===== config.mk =====
export PLATFORM = sky130hd
export DESIGN_NAME = instruction_fetch
export DESIGN_NICKNAME = d
export VERILOG_FILES = /design/src/rtl/fetch_pkg.sv /design/src/rtl/program_counter.sv /design/src/rtl/instruction_fetch.sv
export SDC_FILE = /design/constraint.sdc
export NUM_CORES = 1
export LEC_CHECK = 0
export ABC_AREA = 0
export ABC_CLOCK_PERIOD_IN_PS = 1800
export BUFFER_PORTS_ARGS = -buffer_cell sky130_fd_sc_hd__buf_2
export CAP_MARGIN = 20
export CORE_MARGIN = 3
export CORE_UTILIZATION = 49
export DETAILED_ROUTE_END_ITERATION = 8
export GPL_TIMING_DRIVEN = 0
export PLACE_DENSITY = 0.76
export SYNTH_ARGS = -nofsm -noshare
export SYNTH_HDL_FRONTEND = slang
export SYNTH_SLANG_ARGS = --single-unit

===== constraint.sdc =====
create_clock -name clock -period 1.8 [get_ports clock]
set_clock_uncertainty 0.05 [all_clocks]
set_input_delay 0.36 -clock clock [delete_from_list [all_inputs] [get_ports clock]]
set_output_delay 0.36 -clock clock [all_outputs]
set_load 0.05 [all_outputs]

===== src/rtl/fetch_pkg.sv =====
// Shared types and constants for the instruction fetch stage.
// Latency: n/a (declarations only).
// Backpressure: n/a.
//
// Contents:
//   fetch_state_e  fetch controller states
//   NOP_WORD       word presented to IF/ID when nothing valid is delivered
//   PC_INCR        sequential fetch stride in bytes
//   word_align()   clears the byte-offset bits of an address
package fetch_pkg;

  typedef enum logic [1:0] {
    RST   = 2'd0,  // held in / just leaving reset, no request issued
    REQ   = 2'd1,  // live request outstanding to program memory
    HOLD  = 2'd2,  // fetched word parked while the hazard unit stalls
    DRAIN = 2'd3   // request outstanding but its data belongs to a squashed path
  } fetch_state_e;

  localparam logic [31:0] NOP_WORD   = 32'h0000_0000;
  localparam logic [31:0] PC_INCR    = 32'd4;
  localparam logic [31:0] ALIGN_MASK = 32'hFFFF_FFFC;

  // Instructions are word aligned; the low two address bits carry no meaning.
  function automatic logic [31:0] word_align(input logic [31:0] addr);
    return addr & ALIGN_MASK;
  endfunction

endpackage


===== src/rtl/program_counter.sv =====
// Program counter register with its next-PC selection.
// Latency: one cycle from a load/increment control to the new PC on pc_o.
// Backpressure: none; the PC holds whenever no control is asserted.
//
// Ports:
//   clock, nreset      clock and synchronous active-low reset (PC <= RESET_PC)
//   load_branch_i      take branch_addr_i (aligned) as the next PC
//   load_target_i      take target_i as the next PC
//   incr_i             advance the PC by one instruction word
//   branch_addr_i      redirect target straight from the branch unit
//   target_i           redirect target saved while a stale request drained
//   pc_o               current PC, also the memory read address
module program_counter
  import fetch_pkg::*;
#(
  parameter logic [31:0] RESET_PC = 32'h0000_0000
) (
  input  logic        clock,
  input  logic        nreset,
  input  logic        load_branch_i,
  input  logic        load_target_i,
  input  logic        incr_i,
  input  logic [31:0] branch_addr_i,
  input  logic [31:0] target_i,
  output logic [31:0] pc_o
);

  logic [31:0] pc_q;
  logic [31:0] pc_d;

  // The controller never asserts more than one control per cycle; the
  // priority order below only makes the mux well defined if it did.
  always_comb begin
    pc_d = pc_q;
    if (load_branch_i) begin
      pc_d = word_align(branch_addr_i);
    end else if (load_target_i) begin
      pc_d = target_i;
    end else if (incr_i) begin
      // Plain 32-bit add: 32'hFFFFFFFC rolls over to 0.
      pc_d = pc_q + PC_INCR;
    end
  end

  always_ff @(posedge clock) begin
    if (!nreset) begin
      pc_q <= RESET_PC;
    end else begin
      pc_q <= pc_d;
    end
  end

  assign pc_o = pc_q;

endmodule


===== src/rtl/instruction_fetch.sv =====
// Instruction fetch stage: PC ownership, program-memory request/ack, IF/ID delivery.
// Latency: imem_ack in cycle N gives instruction_out in cycle N+1; one word per clock with zero-wait memory.
// Backpressure: stall parks an acked word in a one-entry hold buffer and stops new requests; take_branch overrides stall.
//
// Ports:
//   clock, nreset          clock and synchronous active-low reset
//   stall                  hazard-unit hold of the PC and any fetched word
//   take_branch            redirect request, sampled every cycle
//   branch_addr            redirect target (low two bits ignored)
//   imem_req / imem_addr   read request and address to program memory
//   imem_ack / imem_rdata  read completion and data from program memory
//   instruction_out        word to IF/ID, NOP_WORD when nothing is delivered
//   pc_out                 PC of the last delivered word (holds otherwise)
//   take_branch_addr_out   one-cycle pulse after each accepted redirect
module instruction_fetch
  import fetch_pkg::*;
#(
  parameter logic [31:0] RESET_PC = 32'h0000_0000
) (
  input  logic        clock,
  input  logic        nreset,
  input  logic        stall,
  input  logic        take_branch,
  input  logic [31:0] branch_addr,
  output logic        imem_req,
  output logic [31:0] imem_addr,
  input  logic        imem_ack,
  input  logic [31:0] imem_rdata,
  output logic [31:0] instruction_out,
  output logic [31:0] pc_out,
  output logic        take_branch_addr_out
);

  fetch_state_e state_q, state_d;

  logic        imem_req_q,   imem_req_d;
  logic [31:0] instr_q,      instr_d;
  logic [31:0] pc_out_q,     pc_out_d;
  logic        br_pulse_q,   br_pulse_d;
  logic [31:0] hold_buf_q,   hold_buf_d;
  logic [31:0] hold_pc_q,    hold_pc_d;
  logic [31:0] target_q,     target_d;

  logic        pc_load_branch;
  logic        pc_load_target;
  logic        pc_incr;
  logic [31:0] pc;

  program_counter #(
    .RESET_PC (RESET_PC)
  ) u_program_counter (
    .clock         (clock),
    .nreset        (nreset),
    .load_branch_i (pc_load_branch),
    .load_target_i (pc_load_target),
    .incr_i        (pc_incr),
    .branch_addr_i (branch_addr),
    .target_i      (target_q),
    .pc_o          (pc)
  );

  // Next-state and next-output decode. Everything computed here is
  // registered in the single sequential block below.
  always_comb begin
    state_d        = state_q;
    instr_d        = NOP_WORD;   // NOP unless a word is delivered this cycle
    pc_out_d       = pc_out_q;
    br_pulse_d     = 1'b0;
    hold_buf_d     = hold_buf_q;
    hold_pc_d      = hold_pc_q;
    target_d       = target_q;
    pc_load_branch = 1'b0;
    pc_load_target = 1'b0;
    pc_incr        = 1'b0;

    case (state_q)
      RST: begin
        // Any ack seen here belongs to a request abandoned by reset.
        state_d = REQ;
      end

      REQ: begin
        if (imem_ack && take_branch) begin
          // The request just completed, so the redirect can go straight
          // into the PC; the returned word is on the wrong path.
          pc_load_branch = 1'b1;
          br_pulse_d     = 1'b1;
        end else if (take_branch) begin
          // Cannot withdraw the request: keep the address on the bus,
          // remember where to go, and throw the data away when it lands.
          target_d   = word_align(branch_addr);
          br_pulse_d = 1'b1;
          state_d    = DRAIN;
        end else if (imem_ack && stall) begin
          hold_buf_d = imem_rdata;
          hold_pc_d  = pc;
          pc_incr    = 1'b1;
          state_d    = HOLD;
        end else if (imem_ack) begin
          instr_d  = imem_rdata;
          pc_out_d = pc;
          pc_incr  = 1'b1;
        end
      end

      HOLD: begin
        if (take_branch) begin
          // The parked word is younger than the branch: drop it.
          pc_load_branch = 1'b1;
          br_pulse_d     = 1'b1;
          state_d        = REQ;
        end else if (!stall) begin
          instr_d  = hold_buf_q;
          pc_out_d = hold_pc_q;
          state_d  = REQ;
        end
      end

      DRAIN: begin
        if (take_branch) begin
          // A newer redirect replaces the saved target. If the stale ack
          // arrives in the same cycle the bus is free, so go there directly.
          target_d   = word_align(branch_addr);
          br_pulse_d = 1'b1;
          if (imem_ack) begin
            pc_load_branch = 1'b1;
            state_d        = REQ;
          end
        end else if (imem_ack) begin
          pc_load_target = 1'b1;
          state_d        = REQ;
        end
      end

      default: begin
        state_d = RST;
      end
    endcase

    // A request is on the bus in both REQ and DRAIN.
    imem_req_d = (state_d == REQ) || (state_d == DRAIN);
  end

  always_ff @(posedge clock) begin
    if (!nreset) begin
      state_q    <= RST;
      imem_req_q <= 1'b0;
      instr_q    <= NOP_WORD;
      pc_out_q   <= RESET_PC;
      br_pulse_q <= 1'b0;
      hold_buf_q <= NOP_WORD;
      hold_pc_q  <= RESET_PC;
      target_q   <= RESET_PC;
    end else begin
      state_q    <= state_d;
      imem_req_q <= imem_req_d;
      instr_q    <= instr_d;
      pc_out_q   <= pc_out_d;
      br_pulse_q <= br_pulse_d;
      hold_buf_q <= hold_buf_d;
      hold_pc_q  <= hold_pc_d;
      target_q   <= target_d;
    end
  end

  assign imem_req             = imem_req_q;
  assign imem_addr            = pc;   // straight from the PC flop
  assign instruction_out      = instr_q;
  assign pc_out               = pc_out_q;
  assign take_branch_addr_out = br_pulse_q;

endmodule


Word-level counts from Yosys, hierarchy flattened
Cells that the tools add are included.
Widths: inputs -> output; s select.
{"block": "op_classes", "add_sub_neg": 1, "n_eq_ne": 11, "mux": 40, "bitwise": 3, "reduce_logical": 13}
{"operator": "$mux 32", "n": 17}
{"operator": "$pmux 32 s2", "n": 3}
{"operator": "$add 32x3->32 const B", "n": 1}
{"operator": "$mux 2", "n": 6}
{"operator": "$ne 2x2->1 const B", "n": 6}
{"operator": "$mux 1", "n": 11}
{"operator": "$pmux 2 s4", "n": 1}
{"operator": "$reduce_and 7->1", "n": 1}
{"operator": "$eq 2x2->1 const B", "n": 3}
{"operator": "$reduce_bool 2->1", "n": 3}
{"operator": "$eq 2x1->1 const B", "n": 2}
{"operator": "$reduce_and 4->1", "n": 1}
{"operator": "$reduce_or 2->1", "n": 2}
{"operator": "$not 1->1", "n": 3}
{"operator": "$pmux 1 s3", "n": 1}
{"operator": "$reduce_bool 3->1", "n": 1}
{"operator": "$logic_and 1x1->1", "n": 2}
{"operator": "$logic_not 2->1", "n": 1}
{"operator": "$pmux 1 s2", "n": 1}
{"operator": "$reduce_and 2->1", "n": 1}
{"operator": "$logic_or 1x1->1", "n": 1}
{"block": "word_totals", "ff_bits": 196, "in_bits": 69, "out_inout_bits": 98, "wordCells": 78}

Depth between registers and ports, before layout
Gate-level depths: netlist of run 1.
{"block": "depth", "depth_word": 8, "depth_mapped": 10, "mapped_depth_nobuf": 7}

By module
Synthesis of run 1 repeated with hierarchy kept, for this count alone.
{"block": "hier_totals", "cells_unflattened": 1024, "area_unflattened_um2": 8828.5}
{"module": "instruction_fetch", "n_inst": 1, "cells_per_inst": 702, "area_each_um2": 6394.9, "seq_area_each_um2": 3243.1}
{"module": "program_counter", "n_inst": 1, "cells_per_inst": 322, "area_each_um2": 2433.6, "seq_area_each_um2": 640.6}

Worst setup path after synthesis of run 1
Ideal clock, no wire load.
{"block": "synth_timing", "kind": "reg2reg", "startpoint": "register state_q[0]", "endpoint": "register u_program_counter.pc_q[23] (netlist: u_program_counter.pc_o[23])", "setup_time_ns": 0.134, "arrival_ns": 2.118, "required_time_ns": 1.616, "setup_slack_ns": -0.501, "path_stages_with_launch": 9, "path_buffers": 2, "synth_period_minus_slack_ns": 2.301, "cell_sequence": "dfxtp_1 ha_1 buf_2 nor2_1 or3_1 clkbuf_1 and3_1 a221oi_1 o22ai_1"}
{"block": "synth_via", "elab_chain_len": 4, "elab_cells_between_ends": 9, "classes_between": "eq/ne (3); mux (5); reduce/logical (1)"}
{"item": "start, declared", "line": "instruction_fetch.sv:34", "text": "fetch_state_e state_q, state_d;"}
{"item": "start signal, assigned", "line": "instruction_fetch.sv:155", "text": "state_q <= state_d;"}
{"item": "$eq 2x2->1", "line": "instruction_fetch.sv:76", "text": "case (state_q)"}
{"item": "$mux 1", "line": "instruction_fetch.sv:76"}
{"item": "$mux 32", "line": "program_counter.sv:37", "text": "end else if (load_target_i) begin"}
{"item": "$mux 32", "line": "program_counter.sv:35", "text": "if (load_branch_i) begin"}
{"item": "end signal, assigned", "line": "program_counter.sv:49", "text": "pc_q <= pc_d;"}
{"item": "end, declared", "line": "program_counter.sv:28", "text": "logic [31:0] pc_q;"}
Parallel ways exist; a longest one is shown, timed or not.
A chain may end at the register's enable or synchronous reset.

Worst setup path after layout of run 1
{"block": "layout_timing", "startpoint": "register state_q[1]", "endpoint": "register u_program_counter.pc_q[25] (netlist: u_program_counter.pc_o[25])"}
Same word-level chain as after synthesis.

==> flow_summary_export.csv, run 1 <==
group,metric,value,unit
status,status,"complete, but fails checks",
status,failed_checks,"setup timing",
yosys,synth_top_area_share,47.57,%
clock_network,clockBufferDepth,2,
global_routing,antenna_found_initial,2,
worst_setup_path,path_class,"reg -> reg",
floorplanning,ios,167,
yosys,yosys_warnings,0,
timing,slew_viol_final,0,
worst_setup_path,cp.required,2.10,ns
worst_setup_path,critical_path_buf_inv_count,4,
power_and_ir_drop,ir_drop,686.4,uV
timing,fin_ws,-0.1882,ns
yosys,synthCells,956,
placed_design,place_area,9528,sq um
floorplanning,chipHeight,134.8,microns
drt,dr.pass1.iters,5,
clock_network,htreeDepth,4,
timing,fin_crit_sh,110.5,%
yosys,synth_area_leaders,"dfxtp_1 (48%), nand2_1 (9.8%), a21oi_1 (6.5%), mux2i_1 (4.1%), a22oi_1 (3.5%)",
placed_design,dp.cells,1335,
drt,wirelength,26.41,mm
worst_setup_path,worstSetupStartpoint,"state_q[1]$_SDFF_PN0_",
drt,drt_iter0_drc,863,
layout,drive_gt1_share,34.66,%
clock_network,cts_root_buffer,"clkbuf_16",
global_routing,grt_pass1_wl,37.78,mm
layout,final_area,11030,sq um
placed_design,gp_congestion,0.8773,
timing,tightest_slew,0.8276,ns
worst_hold_path,hold_class,"in -> reg",
yosys,yosysUniqueCellTypes,53,
power_and_ir_drop,power_leakage,4.156,nW
timing,hold_slack,0.1169,ns
timing,relSlewSlack,44.83,%
yosys,syn_nets,1031,
worst_setup_path,crit_path_top_delay_cell,"dfxtp_4",
worst_hold_path,min_from,"imem_rdata[24]",
drt,vias_per_cell,5.745,
timing,min_period,1.988,ns
global_routing,grt_pass1_vias,7224,
global_routing,grt-ovfl-total,0,
yosys,yosysMostFrequentCell,"nand2_1",
yosys,ys_seq_area_share,47.57,%
layout,layout.nets,1241,
clock_network,tritoncts,"yes",
placed_design,io_buffers,163,
yosys,synth_flop_cell,"dfxtp_1",
placed_design,dpl.hpwl,17.14,mm
yosys,syn-cell-area,8123,sq um
floorplanning,row_count,46,
timing,rsz0062_at_grt,"yes",
drt,postRouteAntennaNets,0,
drt,drt-wirelength-per-cell,18.95,microns
clock_network,cts_made_buffers,17,
timing,fmax,503.0,MHz
layout,final_cells,1394,
worst_setup_path,cp_top_family,"simple AND/OR/NAND/NOR gates",
global_routing,grt_max_degree,17,
worst_setup_path,crit_arrival,2.29,ns
layout,area_growth,35.78,%
yosys,synth_common_cells,"nand2_1 (211), dfxtp_1 (193), a21oi_1 (106)",
drt,vias,8009,
yosys,yosys.area.top_type,"dfxtp_1",
worst_setup_path,cpPeakStageDelay,0.38,ns
worst_setup_path,path_cells,"inv_4 -> ha_4 -> nor2_4 -> or3_4 -> buf_6 -> nor2_4 -> buf_4 -> nand2_4 -> clkbuf_16 -> o22ai_1",
worst_setup_path,worst-path-max-fanout,6,
timing,finalSetupViolCount,61,
worst_setup_path,crit_top_cell,"nor2_4",
clock_network,clkLatencyLatePin,0.44,ns
floorplanning,dieWidth,134.8,microns
yosys,async_flop_share,0,%
job,drv_cap,0,
power_and_ir_drop,power_density,902.9,nW/um^2
floorplanning,fp.coreArea,16060,sq um
floorplanning,start_util,50.58,%
yosys,synth_edf_count,0,
global_routing,grt_use_total,26.15,%
timing,hold_violations,0,
timing,setup_tns,-6.321,ns
clock_network,cts.sinks,193,
worst_setup_path,r2r-start,"state_q[1]$_SDFF_PN0_",
yosys,yosys_register_bits,193,
clock_network,postCtsHoldBufs,0,
worst_setup_path,critPathCaptureType,"flip-flop",
worst_setup_path,critPathLaunchType,"flip-flop",
clock_network,clkTransAtPathRegs,0.07,ns
floorplanning,die_area,18160,sq um
drt,route.detailed.drc,0,
yosys,synth_area_per_cell,8.497,sq um
-- timing repair --
item                       CTS  global route
pin swaps                    8            36
buffers inserted             8            18
cloned                       1             7
gates resized for setup     68           109
setup endpoints to repair  189           179
hold endpoints to repair     0             0
-- report_power, final --
| group | total (mW) | switching, mW | internal, mW |
|---|---|---|---|
| logic | 1.55 | 1.01 | 0.541 |
| registers | 4.54 | 0.115 | 4.42 |
| clock network | 3.87 | 1.64 | 2.23 |
| total | 9.96 | 2.77 | 7.19 |
-- tightest hold or removal path: stages --
cell and delay, ns:
buf_2 0.10, nand2_1 0.05, a21oi_1 0.05
-- path summary, 6_finish.rpt --
check	depth (start not counted)	end	slack, ns
max reg2reg	10	u_program_counter.pc_o[25]$_SDFFE_PN0P_	-0.19
max	10	u_program_counter.pc_o[25]$_SDFFE_PN0P_	-0.19
min	3	hold_buf_q[24]$_SDFFE_PN0P_	0.12
min reg2reg	2	hold_pc_q[14]$_SDFFE_PN0P_	0.41
-- kinds of logic after synthesis --
group,count (synthesis),synth area share (%)
buf+inv,91,4.929
fa+ha+maj,6,0.9242
mux,33,4.067
xor+xnor,23,2.480
compound gates,243,19.42
simple gates,367,20.61
flops,193,47.57
-- layout make-up --
type | instances | area (sq um)
Antenna cell | 1 | 2.502
Buffer | 77 | 661.9
Timing Repair Buffer | 197 | 1205
Inverter | 8 | 32.53
Tap cell | 216 | 270.3
Multi-Input combinational cell | 672 | 4347
Fill cell | 1225 | 5029
Clock buffer | 22 | 495.5
Clock inverter | 8 | 100.1
Sequential cell | 193 | 3915
-- cells in the final DEF (no fill, tap or decap), types with 21 or more instances in the layout --
cell type	Yosys	routed
nand2_1	211	209
buf_2	38	170
dfxtp_1	193	166
a21oi_1	106	101
nor2_1	76	74
a22oi_1	38	37
mux2i_1	33	33
a211oi_1	34	29
buf_4	1	26
clkbuf_16	0	25
xnor2_1	21	21
-- metal layers --
| metal | global-route usage, % | vias up | wire length (microns) |
|---|---|---|---|
| met3 | 4.844 | 71 | 2026 |
| met5 | 0 | - | 7 |
| met2 | 41.55 | 358 | 12480 |
| met1 | 35.30 | 3810 | 10930 |
| met4 | 10.58 | 2 | 960 |
| li1 | - | 3768 | - |
-- sequential cells by signal, indices dropped and copies added, names as in the netlist --
register and flops:
hold_buf_q 32, hold_pc_q 32, instruction_out 32, pc_out 32, u_program_counter.pc_o 32, target_q 30, state_q 2, take_branch_addr_out 1
-- through the flow --
stage               util [%]  setup slack, ns  total power, mW
global placement       59.33          -0.5652            5.885
detailed placement     59.33          -0.5953            5.908
global route           68.68          -0.2265            10.26
CTS                    64.88          -0.1110            9.743
floorplan                  -          -0.1259            5.505
finish                 68.68          -0.1882            9.959
Note: power is estimated with default switching activity, not from simulation.
==> run 2: changes to the inputs <==
Settings changed: HOLD_SLACK_MARGIN from default to 0.02, PLACE_DENSITY 0.76 to 0.75.
==> run 2 against run 1 <==
  * The flow still finishes with violations (setup timing)
  * Cell count decreased by 1.1%
  * Sequential power about the same
  * Critical path depth is 2 lower
  * Utilization is 2.5 points lower
  * Total power is 2.9% lower
  * Wire length is 5.8% lower
  * Global-route usage grew 0.071 points
  * Flip-flop and latch count did not move
  * Via count shrank 3.0%
  * Worst hold slack about the same
  * Fmax is 2.2% higher
  * Critical path type unchanged
  * Critical endpoint is now u_program_counter.pc_o[28]$_SDFFE_PN0P_
  * Highest routed layer unchanged
==> flow_summary_export.csv, run 2 (same netlist as run 1, synthesis figures left out) <==
group,metric,value,unit
layout,final_cells,1378,
timing,setup_tns,-2.538,ns
clock_network,tritoncts,"yes",
power_and_ir_drop,power,9.666,mW
floorplanning,row_count,46,
drt,dr.pass1.iters,6,
worst_hold_path,min_from,"imem_rdata[23]",
floorplanning,fp.coreArea,16060,sq um
floorplanning,dieWidth,134.8,microns
global_routing,grt-ovfl-total,0,
floorplanning,chipHeight,134.8,microns
drt,wirelength,24.88,mm
layout,fillCellCount,1288,
worst_setup_path,worstSetupStartpoint,"state_q[1]$_SDFF_PN0_",
timing,fin_ws,-0.1464,ns
power_and_ir_drop,power_density,909.1,nW/um^2
layout,final_util,66.21,%
layout,area_growth,30.90,%
drt,drt_iter0_drc,719,
placed_design,dp.cells,1335,
timing,finalSetupViolCount,31,
layout,drive_gt1_share,32.44,%
worst_setup_path,worst-path-max-fanout,10,
drt,drt-wirelength-per-cell,18.06,microns
placed_design,dpl.hpwl,17.04,mm
floorplanning,ios,167,
timing,hold_slack,0.1167,ns
placed_design,place_area,9528,sq um
clock_network,clockBufferDepth,2,
worst_setup_path,critPathLaunchType,"flip-flop",
worst_setup_path,crit_arrival,2.20,ns
clock_network,cts_made_buffers,17,
clock_network,clkLatencyLatePin,0.44,ns
timing,tightest_slew,0.7243,ns
floorplanning,die_area,18160,sq um
drt,vias_per_cell,5.639,
layout,seq_area,3915,sq um
clock_network,clkTransAtPathRegs,0.07,ns
global_routing,grt_use_total,26.23,%
power_and_ir_drop,ir_drop,732.5,uV
drt,vias,7770,
placed_design,io_buffers,163,
global_routing,antenna_found_initial,1,
status,failed_checks,"setup timing",
timing,rsz0062_at_grt,"yes",
placed_design,dp_slack,-0.5246,ns
worst_hold_path,hold_class,"in -> reg",
power_and_ir_drop,power_leakage,4.032,nW
placed_design,gp_congestion,0.8609,
timing,fmax,513.8,MHz
worst_setup_path,cp.required,2.05,ns
clock_network,cts_root_buffer,"clkbuf_16",
layout,layout_commonest_cell,"nand2_1",
clock_network,cts.sinks,193,
global_routing,grt_pass1_vias,7023,
timing,fin_crit_sh,108.1,%
floorplanning,start_util,50.58,%
global_routing,grt_pass1_wl,37.61,mm
timing,relSlewSlack,51.72,%
layout,mostFrequentLayoutCells,"nand2_1 (210), buf_2 (172), dfxtp_1 (166)",
timing,min_period,1.946,ns
timing,hold_violations,0,
global_routing,grt_max_degree,18,
layout,final_area,10630,sq um
layout,n_antenna_cell,0,
worst_setup_path,path_class,"reg -> reg",
drt,route.detailed.drc,0,
clock_network,htreeDepth,4,
worst_setup_path,r2r-start,"state_q[1]$_SDFF_PN0_",
timing,slew_viol_final,0,
status,status,"complete, but fails checks",
layout,layout.nets,1224,
job,drv_cap,0,
drt,postRouteAntennaNets,0,
worst_setup_path,critPathCaptureType,"flip-flop",
layout,multi_input_area,4259,sq um
## run 2: cell count changes in the layout (fill, tap and decap cells not counted), sizes merged
cell,change
diode,-1
clkinvlp,-2
inv,+4
clkbuf,-5
clkinv,+4
nand4,+1
bufinv,-1
buf,-16
## run 2: timing repair
item                                    CTS  global route
endpoints found under the setup margin  191           181
gates resized for setup                  60            68
cloned                                    2             3
hold buffers                              0             0
buffers inserted                          7             6
pin swaps                                 5             4
## run 2: area by class of cell
cell class | instances | area share [%]
clock inverters | 13 | 1.177
inverters | 8 | 0.3060
plain buffers | 76 | 5.578
well taps | 216 | 2.542
flip-flops and latches | 193 | 36.82
repair buffers | 180 | 9.261
clock buffers | 19 | 4.260
multi-input cells | 673 | 40.06
## run 2: critical path: stages, from the launching register on
cell      delay (ns)
dfxtp_4         0.38
inv_4           0.07
ha_4            0.17
nor2_4          0.04
or3_4           0.38
buf_6           0.17
and3_4          0.18
a221oi_2        0.24
o22ai_2         0.12
## run 2: power breakdown
group | switching (mW) | internal [mW]
Sequential | 0.113 | 4.42
Clock | 1.73 | 2.01
Combinational | 0.947 | 0.446
## run 2: final timing paths
path              slack [ns]  cells after the start                                 endpoint
setup / recovery       -0.15                      8  u_program_counter.pc_o[28]$_SDFFE_PN0P_
hold / removal          0.12                      3              hold_buf_q[23]$_SDFFE_PN0P_
setup reg to reg       -0.15                      8  u_program_counter.pc_o[28]$_SDFFE_PN0P_
hold reg to reg         0.41                      2                 target_q[5]$_SDFFE_PN0P_
## run 2: per-layer routing
layer	track usage (%)	wire length (microns)	share of wire (%)	up-vias
met4	8.314	658	2.6	2
met1	34.52	10550	42	3667
met5	0	9	0.036	-
li1	-	-	-	3739
met2	41.77	11680	47	305
met3	7.601	1988	8.0	57
==> run 3: changes to the inputs <==
Settings changed: CORE_ASPECT_RATIO from default to 0.75, CORE_UTILIZATION 49 to 51, CTS_BUF_LIST from default to sky130_fd_sc_hd__clkbuf_4, PLACE_DENSITY 0.75 to 0.78.
==> run 3 against run 2 <==
  * The run still ends with setup timing left
  * Sequential share of layout area shrank 1.7 points
  * Flip-flop and latch count is the same
  * Highest routed layer is now met4
  * Register-to-register slack lost 0.02 ns
  * Worst setup slack lost 0.017 ns
  * Final area grew 4.8%
  * Total power shrank 13%
==> flow_summary_export.csv, run 3 (same netlist as run 1, synthesis figures left out) <==
group,metric,value,unit
timing,tightest_slew,0.8584,ns
clock_network,cts_made_buffers,17,
timing,fin_crit_sh,109.0,%
floorplanning,start_util,52.68,%
worst_setup_path,worst-path-max-fanout,10,
timing,relSlewSlack,42.78,%
worst_setup_path,ff2ff_path_depth,9,
floorplanning,chipHeight,115.3,microns
worst_setup_path,cp_top_family,"simple AND/OR/NAND/NOR gates",
worst_setup_path,regToRegSetupSlack,-0.16,ns
worst_setup_path,r2r_end,"u_program_counter.pc_o[13]$_SDFFE_PN0P_",
drt,drt-wirelength-per-cell,18.56,microns
timing,hold_violations,0,
timing,fin_ws,-0.1629,ns
worst_hold_path,hold_class,"in -> reg",
timing,min_period,1.963,ns
timing,slew_viol_final,0,
layout,n_antenna_cell,0,
global_routing,grt_pass1_vias,7532,
drt,vias,8189,
global_routing,grt-ovfl-total,0,
timing,finalSetupViolCount,48,
job,drv_cap,0,
global_routing,grt_use_total,28.72,%
layout,drive_gt1_share,32.93,%
drt,wirelength,26.57,mm
worst_setup_path,cp.required,2.24,ns
layout,final_util,72.27,%
worst_setup_path,crit_path_top_delay_cell,"or3_4",
clock_network,cts_root_buffer,"clkbuf_4",
layout,final_cells,1432,
worst_hold_path,holdPathStages,2,
timing,rsz0062_at_grt,"yes",
floorplanning,ios,167,
layout,layout.nets,1289,
clock_network,clkTransAtPathRegs,0.14,ns
worst_setup_path,worstSetupStartpoint,"state_q[1]$_SDFF_PN0_",
worst_hold_path,whs_endpoint,"state_q[0]$_SDFF_PN0_",
status,status,"complete, but fails checks",
global_routing,grt_max_degree,17,
clock_network,clockBufferDepth,2,
worst_setup_path,cpPeakStageDelay,0.41,ns
layout,layout_commonest_cell,"nand2_1",
drt,drt_iter0_drc,833,
clock_network,clkLatencyLatePin,0.58,ns
worst_setup_path,critPathCaptureType,"flip-flop",
drt,vias_per_cell,5.719,
worst_hold_path,min_from,"nreset",
floorplanning,row_count,39,
clock_network,cts.sinks,193,
layout,area_growth,37.20,%
power_and_ir_drop,power_leakage,4.190,nW
worst_setup_path,crit_arrival,2.40,ns
placed_design,io_buffers,163,
status,failed_checks,"setup timing",
worst_setup_path,path_cells,"inv_4 -> ha_4 -> nor2_4 -> or3_4 -> buf_8 -> nor2_4 -> buf_8 -> o21ai_1 -> a21oi_1",
global_routing,antenna_found_initial,0,
drt,route.detailed.drc,0,
floorplanning,die_area,17490,sq um
global_routing,grt_pass1_wl,39.47,mm
layout,mostFrequentLayoutCells,"nand2_1 (210), buf_2 (170), dfxtp_1 (163)",
placed_design,dp.cells,1324,
placed_design,gp_congestion,0.9063,
power_and_ir_drop,power_density,755.0,nW/um^2
drt,dr.pass1.iters,5,
power_and_ir_drop,ir_drop,481.7,uV
timing,fmax,509.5,MHz
worst_setup_path,r2r-start,"state_q[1]$_SDFF_PN0_",
worst_setup_path,critPathLaunchType,"flip-flop",
worst_setup_path,critical_path_buf_inv_count,3,
floorplanning,dieWidth,151.7,microns
timing,setup_tns,-4.028,ns
placed_design,dpl.hpwl,16.99,mm
clock_network,tritoncts,"yes",
placed_design,place_area,9514,sq um
clock_network,htreeDepth,4,
worst_setup_path,path_class,"reg -> reg",
layout,final_area,11140,sq um
floorplanning,fp.coreArea,15420,sq um
drt,postRouteAntennaNets,0,
==> run 3: cell types whose count changed in the layout (fill, tap and decap cells not counted), moves of 5 or more <==
cell / before / now
buf_4: 15 / 22
a22oi_1: 38 / 31
clkbuf_4: 9 / 37
a21oi_1: 104 / 99
a21oi_2: 2 / 7
clkbuf_16: 18 / 3
clkbuf_2: 11 / 6
buf_6: 16 / 11
dlygate4sd3_1: 0 / 62
a22oi_2: 0 / 7
==> run 3: area by class of cell <==
type                    count  area [sq um]
plain buffers              80         640.6
clock buffers              21         157.7
clock inverters            11         112.6
fillers                  1152          4275
inverters                   8         32.53
multi-input cells         672          4357
flip-flops and latches    193          3916
well taps                 205         256.5
repair buffers            242          1672
==> run 3: worst max-delay path by stage <==
| stage | slack, ns | end | depth (start not counted) |
|---|---|---|---|
| after floorplan | -0.13 | u_program_counter.pc_o[28]$_SDFFE_PN0P_ | 8 |
| final | -0.16 | u_program_counter.pc_o[13]$_SDFFE_PN0P_ | 9 |
| after global routing | -0.23 | u_program_counter.pc_o[26]$_SDFFE_PN0P_ | 8 |
| after global placement | -0.54 | u_program_counter.pc_o[20]$_SDFFE_PN0P_ | 8 |
| after detailed placement | -0.56 | u_program_counter.pc_o[20]$_SDFFE_PN0P_ | 8 |
| after CTS | -0.13 | u_program_counter.pc_o[24]$_SDFFE_PN0P_ | 9 |
==> run 3: metrics by stage <==
step / worst slack [ns] / power [mW] / hold WS, ns
detailed placement: -0.5626 / 5.911 / 0.3969
CTS: -0.1282 / 8.315 / 0.02346
global route: -0.2328 / 8.705 / 0.03521
finish: -0.1629 / 8.414 / 0.08309
floorplan: -0.1259 / 5.505 / 0.3860
global placement: -0.5362 / 5.890 / 0.3906
==> run 3: per-layer routing <==
metal / global-route usage, % / vias to the layer above / wire length (microns)
met5: 0 / - / 0
met4: 9.695 / 0 / 675
met3: 6.344 / 62 / 2353
met2: 43.70 / 420 / 11940
met1: 40.62 / 3842 / 11610
li1: - / 3865 / -
==> run 3: report_power, final <==
group	leakage [nW]	internal [mW]	switching (mW)
combinational	2.46	0.556	1.00
clock	0.149	0.875	1.44
sequential	1.58	4.43	0.116
==> run 3: what timing repair did <==
action                                  in CTS  in global routing
hold buffers                                62                  0
hold endpoints to repair                   101                  0
buffers inserted                             9                  4
pin swaps                                   13                  6
gates resized for setup                     83                 91
cloned                                       2                  2
endpoints found under the setup margin     192                186
